## config.mk

```make
export PLATFORM = sky130hd
export DESIGN_NAME = ysyx_22041412_ifu
export DESIGN_NICKNAME = d
export VERILOG_FILES = /design/src/rtl/ysyx_22041412_ifu.sv
export SDC_FILE = /design/constraint.sdc
export NUM_CORES = 1
export LEC_CHECK = 0
export ABC_AREA = 1
export CAP_MARGIN = 20
export CORE_ASPECT_RATIO = 1.1
export CORE_UTILIZATION = 40
export CTS_CLUSTER_SIZE = 30
export DETAILED_ROUTE_END_ITERATION = 8
export PLACE_DENSITY = 0.83
export SLEW_MARGIN = 20
export SYNTH_ARGS = -nofsm -noshare
export SYNTH_HDL_FRONTEND = slang
export SYNTH_SLANG_ARGS = --single-unit
```

## constraint.sdc

```tcl
create_clock -name clk -period 5.1 [get_ports clk]
set_input_delay 1.02 -clock clk [delete_from_list [all_inputs] [get_ports clk]]
set_output_delay 1.02 -clock clk [all_outputs]
set_load 0.01 [all_outputs]
```

## src/rtl/ysyx_22041412_ifu.sv

```systemverilog
// Instruction fetch unit: REQ/WAIT/HOLD fetch FSM with decode/execute redirects.
// Optional YSYX_22041412_IFU_ALIGN_CHECK_EN reports misaligned redirect targets.
module ysyx_22041412_ifu #(
  parameter logic [31:0] RESET_PC = 32'h8000_0000
) (
  input  logic        clk,
  input  logic        rst,
  output logic        imem_req_valid,
  output logic [31:0] imem_req_addr,
  input  logic        imem_req_ready,
  input  logic        imem_rsp_valid,
  input  logic [31:0] imem_rsp_data,
  input  logic        jal_ok,
  input  logic [63:0] jal_pc,
  input  logic        ex_redirect,
  input  logic [63:0] ex_pc,
  output logic        out_valid,
  input  logic        out_ready,
  output logic [31:0] out_instr,
  output logic [31:0] out_pc
`ifdef YSYX_22041412_IFU_ALIGN_CHECK_EN
  ,
  output logic        misalign
`endif
);

  localparam logic [31:0] NOP = 32'h0000_0013;

  typedef enum logic [1:0] {
    S_REQ,
    S_WAIT,
    S_HOLD
  } state_t;

  state_t      state, state_n;
  logic [31:0] pc, pc_n;
  logic [31:0] req_pc, req_pc_n;
  logic        out_valid_n;
  logic [31:0] out_instr_n, out_pc_n;
  // Drop flag is drop_cnt != 0: responses still owed for requests that went stale.
  logic [1:0]  drop_cnt, drop_n;
  // Responses owed for requests aborted by reset, carried across the reset.
  logic [1:0]  rst_owed, rst_owed_n;
  logic [2:0]  drop_sum, owed_sum;
  logic        stale_add;
`ifdef YSYX_22041412_IFU_ALIGN_CHECK_EN
  logic        misalign_n;
`endif

  logic        redirect;
  logic [31:0] target_raw, target;
  logic        owe_stale, rsp_stale, rsp_live, req_fire;
  logic        unused_ok;

  assign redirect   = ex_redirect | jal_ok;
  assign target_raw = ex_redirect ? ex_pc[31:0] : jal_pc[31:0];
`ifdef YSYX_22041412_IFU_ALIGN_CHECK_EN
  assign target     = target_raw;
  assign unused_ok  = ^{jal_pc[63:32], ex_pc[63:32]};
`else
  assign target     = {target_raw[31:2], 2'b00};
  assign unused_ok  = ^{jal_pc[63:32], ex_pc[63:32], target_raw[1:0]};
`endif

  assign owe_stale = (drop_cnt != 2'd0) || (rst_owed != 2'd0);
  assign rsp_stale = imem_rsp_valid && owe_stale;
  assign rsp_live  = imem_rsp_valid && !owe_stale;

  // Issue is held off only if the stale-response counter is saturated.
  assign imem_req_valid = !rst && (state == S_REQ) && (drop_cnt != 2'd3);
  assign imem_req_addr  = pc;
  assign req_fire       = imem_req_valid && imem_req_ready;

  always_comb begin
    // NOTE: every output of this block gets a default first so no latch is inferred.
    state_n     = state;
    pc_n        = pc;
    req_pc_n    = req_pc;
    out_valid_n = out_valid;
    out_instr_n = out_instr;
    out_pc_n    = out_pc;
    stale_add   = 1'b0;
`ifdef YSYX_22041412_IFU_ALIGN_CHECK_EN
    misalign_n  = misalign;
`endif

    unique case (state)
      S_REQ: begin
        if (redirect) begin
          pc_n      = target;
          stale_add = req_fire;
        end else if (req_fire) begin
          req_pc_n = pc;
          state_n  = S_WAIT;
        end
      end
      S_WAIT: begin
        if (redirect) begin
          // A live response in the same cycle is simply discarded; otherwise it is owed.
          pc_n      = target;
          state_n   = S_REQ;
          stale_add = !rsp_live;
        end else if (rsp_live) begin
          out_valid_n = 1'b1;
          out_instr_n = imem_rsp_data;
          out_pc_n    = req_pc;
          state_n     = S_HOLD;
        end
      end
      S_HOLD: begin
        if (redirect) begin
          out_valid_n = 1'b0;
          pc_n        = target;
          state_n     = S_REQ;
        end else if (out_ready) begin
          out_valid_n = 1'b0;
          pc_n        = out_pc + 32'd4;
          state_n     = S_REQ;
        end
`ifdef YSYX_22041412_IFU_ALIGN_CHECK_EN
        if (redirect || out_ready) misalign_n = 1'b0;
`endif
      end
      default: state_n = S_REQ;
    endcase

`ifdef YSYX_22041412_IFU_ALIGN_CHECK_EN
    // A misaligned target is never fetched; a NOP carrying the target PC is presented.
    if (redirect && (target[1:0] != 2'b00)) begin
      state_n     = S_HOLD;
      out_valid_n = 1'b1;
      out_instr_n = NOP;
      out_pc_n    = target;
      misalign_n  = 1'b1;
    end
`endif

    drop_sum = {1'b0, drop_cnt} + {1'b0, rst_owed} + {2'b00, stale_add} - {2'b00, rsp_stale};
    drop_n   = (drop_sum > 3'd3) ? 2'd3 : drop_sum[1:0];

    // During reset: count the outstanding response of an aborted WAIT, minus arrivals.
    owed_sum = {1'b0, rst_owed} + {1'b0, drop_cnt} + {2'b00, state == S_WAIT};
    if (imem_rsp_valid && (owed_sum != 3'd0)) owed_sum = owed_sum - 3'd1;
    rst_owed_n = (owed_sum > 3'd3) ? 2'd3 : owed_sum[1:0];
  end

  always_ff @(posedge clk) begin
    // NOTE: state registers use non-blocking assignments so all update together at the edge.
    if (rst) begin
      state     <= S_REQ;
      pc        <= RESET_PC;
      req_pc    <= 32'd0;
      out_valid <= 1'b0;
      out_instr <= 32'd0;
      out_pc    <= 32'd0;
      drop_cnt  <= 2'd0;
      rst_owed  <= rst_owed_n;
`ifdef YSYX_22041412_IFU_ALIGN_CHECK_EN
      misalign  <= 1'b0;
`endif
    end else begin
      state     <= state_n;
      pc        <= pc_n;
      req_pc    <= req_pc_n;
      out_valid <= out_valid_n;
      out_instr <= out_instr_n;
      out_pc    <= out_pc_n;
      drop_cnt  <= drop_n;
      rst_owed  <= 2'd0;
`ifdef YSYX_22041412_IFU_ALIGN_CHECK_EN
      misalign  <= misalign_n;
`endif
    end
  end

endmodule
```

==> results.md <==
* Status: finished clean
* Layout area overhead at 41.5%
* Worst-margin pin slew at 1080 ps
* R2R cell count at 12
* Synth area leaders: dfxtp_1, nor2_1, o21ai_0
* Sink Count at 135
* Static Leak at 3.37 nW
* H-tree level count at 4
* Routed wl met2 at 9160 um
* DP Area at 0.00835 sq mm
* Final wirelength at 19300 um
* Final standard cell area without fillers at 0.00896 sq mm
* Worst-path maximum fanout at 6
* Avg Cell Area, Syn at 6.90 sq um
* First-pass iteration count of the detailed router at 5
* Iter 0 DRT Violations at 450
* Antenna cells at 0
* Final Skew at 8.10 ps
* Vias in the first global route at 6211
* RSZ-0062 raised after global routing: no
* Post-Route Setup TNS at 0 ps
* Nets at 1267
* Max-Cap Viols at 0
* Wl on met1 at 8070 um
* Slew Limit Fails at 0
* Synthesized flop and latch total at 135
* WL met3 at 1440 um
* Ys flop type: dfxtp_1
* Die X at 122 um
* Wire per inst at 14.8 um
* Number of synthesized flops with an enable pin at 0
* Ports at 265
* Initial antenna violation count at 0
* Fin cells at 1299
* Post-synthesis sequential area ratio at 42.7%
* Worst-path clk slew at 50 ps
* Slew HR at 28.3%
* YS warnings at 0
* Total Power at 0.00294 W
* GPL Wtd Cong at 0.909
* CTS Buf Count at 17
* Vias per cell at 5.13
* Fin. Hold Viols at 0
* Fmax at 284 MHz
* Cell Area, Synth at 0.00633 sq mm
* CTS root buffer: clkbuf_16
* Layout cells sized above 1 at 4.99%
* Crit. End Element: output port
* Setup Crit Path Kind: in -> out
* PwrDens at 328 mW/mm^2
* DP HPWL at 13300 um
* Tcrit/Tclk final at 69.1%
* CTS resizes at 0
* Syn nets at 1095
* Tmin final at 3520 ps
* Initial Util at 41.6%
* Clk_lat worst skew at 420 ps
* Setup-failing EPs final at 0
* Total GRT Usage at 23.9%
* CTS Hold Bufs at 0
* Startpoint Class: input pin
* Share of Yosys cell area claimed by the top area cell type at 42.7%
* Worst min path class: reg -> reg
* Yosys top cell by area: dfxtp_1
* Highest Signal Layer: met4
* Cell count after placement at 1267
* CTS tree: yes
* Worst vdd ir at 233 uV
* # rows at 47
* Die Span Y at 134 um
* Via Count at 6667
* WP data required at 4080 ps
* Max clock buf depth at 2
* Hold path cells at 2
* Critical Path AT at 2500 ps
* Global route overflow at 0
* Die area at 0.0163 sq mm
* ANT nets after route at 0
* Postcts setup bufs at 0
* Yosys cell types at 32
* DRC at 0
* Core footprint at 0.0152 sq mm
* Cell count after synthesis at 918
* Largest net degree at the start of global routing at 131
* IO Port Bufs at 196
* Synth async-reset ratio at 0%
* First-pass GRT wire length at 30400 um
[cell type report]
cell class                      count  area (sq um)
Clock buffer                       24           492
Clock inverter                      8           119
Fill cell                        1378          6270
Inverter                           67           251
Multi-Input combinational cell    667          3140
Sequential cell                   135          2700
Tap cell                          196           245
Timing Repair Buffer              202          2010
[cells in the final DEF (no fill, tap or decap)]
cell type / count
ha_1: 8
nor2_4: 3
nor2_2: 5
xor2_1: 7
clkinv_4: 1
o211ai_1: 3
o21ai_0: 158
bufinv_16: 3
xnor2_1: 1
or2_2: 3
mux2i_1: 8
clkinv_2: 4
nor2_1: 216
fa_1: 2
clkbuf_8: 4
o21ai_4: 1
buf_4: 6
nand4_1: 1
nand2_2: 1
o2111a_1: 1
a31oi_1: 4
dfxtp_1: 135
a21oi_1: 58
clkinv_1: 1
nor3_1: 2
clkbuf_1: 3
nand3_2: 1
inv_1: 61
inv_2: 5
nand2_4: 1
a211oi_1: 2
nand3_1: 48
clkbuf_16: 17
nand2_1: 133
clkdlybuf4s50_1: 196
[where the power goes]
part	internal (W)	total [W]	switching, W
registers	0.00111	0.00114	0.0000316
clock network	0.000818	0.00127	0.000453
logic	0.000258	0.000524	0.000266
total	0.00218	0.00294	0.000751
[cell families after synthesis]
| kind of cell | count (synthesis) | synth area share [%] |
|---|---|---|
| AND/OR/NAND/NOR | 414 | 26.5 |
| AO/OA/AOI/OAI | 227 | 18.4 |
| flip-flops | 135 | 42.7 |
| buffers and inverters | 116 | 7.83 |
| adder cells (fa/ha/maj) | 10 | 2.21 |
| XOR/XNOR | 8 | 1.11 |
| multiplexers | 8 | 1.27 |
[path summary, 6_finish.rpt]
kind	slack, ps	startpoint	end
setup / recovery	1580	rst	imem_req_valid
hold / removal	470	req_pc[5]	req_pc[5]
setup reg to reg	2620	drop_cnt[0]	rst_owed[0]
hold reg to reg	470	req_pc[5]	req_pc[5]
[synthesized netlist by cell type, drive strengths merged (2+ instances only)]
| master | instances |
|---|---|
| nand2 | 135 |
| or2 | 3 |
| inv | 67 |
| nand3 | 49 |
| fa | 2 |
| a21oi | 58 |
| a31oi | 4 |
| mux2i | 8 |
| xor2 | 7 |
| buf | 14 |
| dfxtp | 135 |
| nor2 | 224 |
| clkbuf | 35 |
| o21ai | 159 |
| ha | 8 |
| a211oi | 2 |
| nor3 | 2 |
| o211ai | 3 |
[layer usage]
metal	vias up	track usage, %
met5	-	0
met1	3031	28.7
met2	264	39.4
li1	3328	-
met3	44	6.93
met4	0	10.2
[critical path, cell delays in order]
cell             delay [ps]
clkdlybuf4s50_1         550
inv_2                   110
nand2_1                  60
nor2_1                  190
clkdlybuf4s50_1         590
[state kept, by name, summed over array words and instances (netlist names)]
name / flops
req_pc: 32
drop_cnt: 2
out_valid: 1
rst_owed: 2
state: 2
imem_req_addr: 32
out_instr: 32
out_pc: 32
[through the flow]
step                      setup slack, ps  util (%)  hold slack [ps]
after detailed placement             1580      54.8              466
after floorplan                      2510         -              449
after global placement               1580      54.8              456
final                                1580      58.8              474
after global routing                 1470      58.8              494
after CTS                            1570      58.8              479
(Power assumes the default switching activity.)
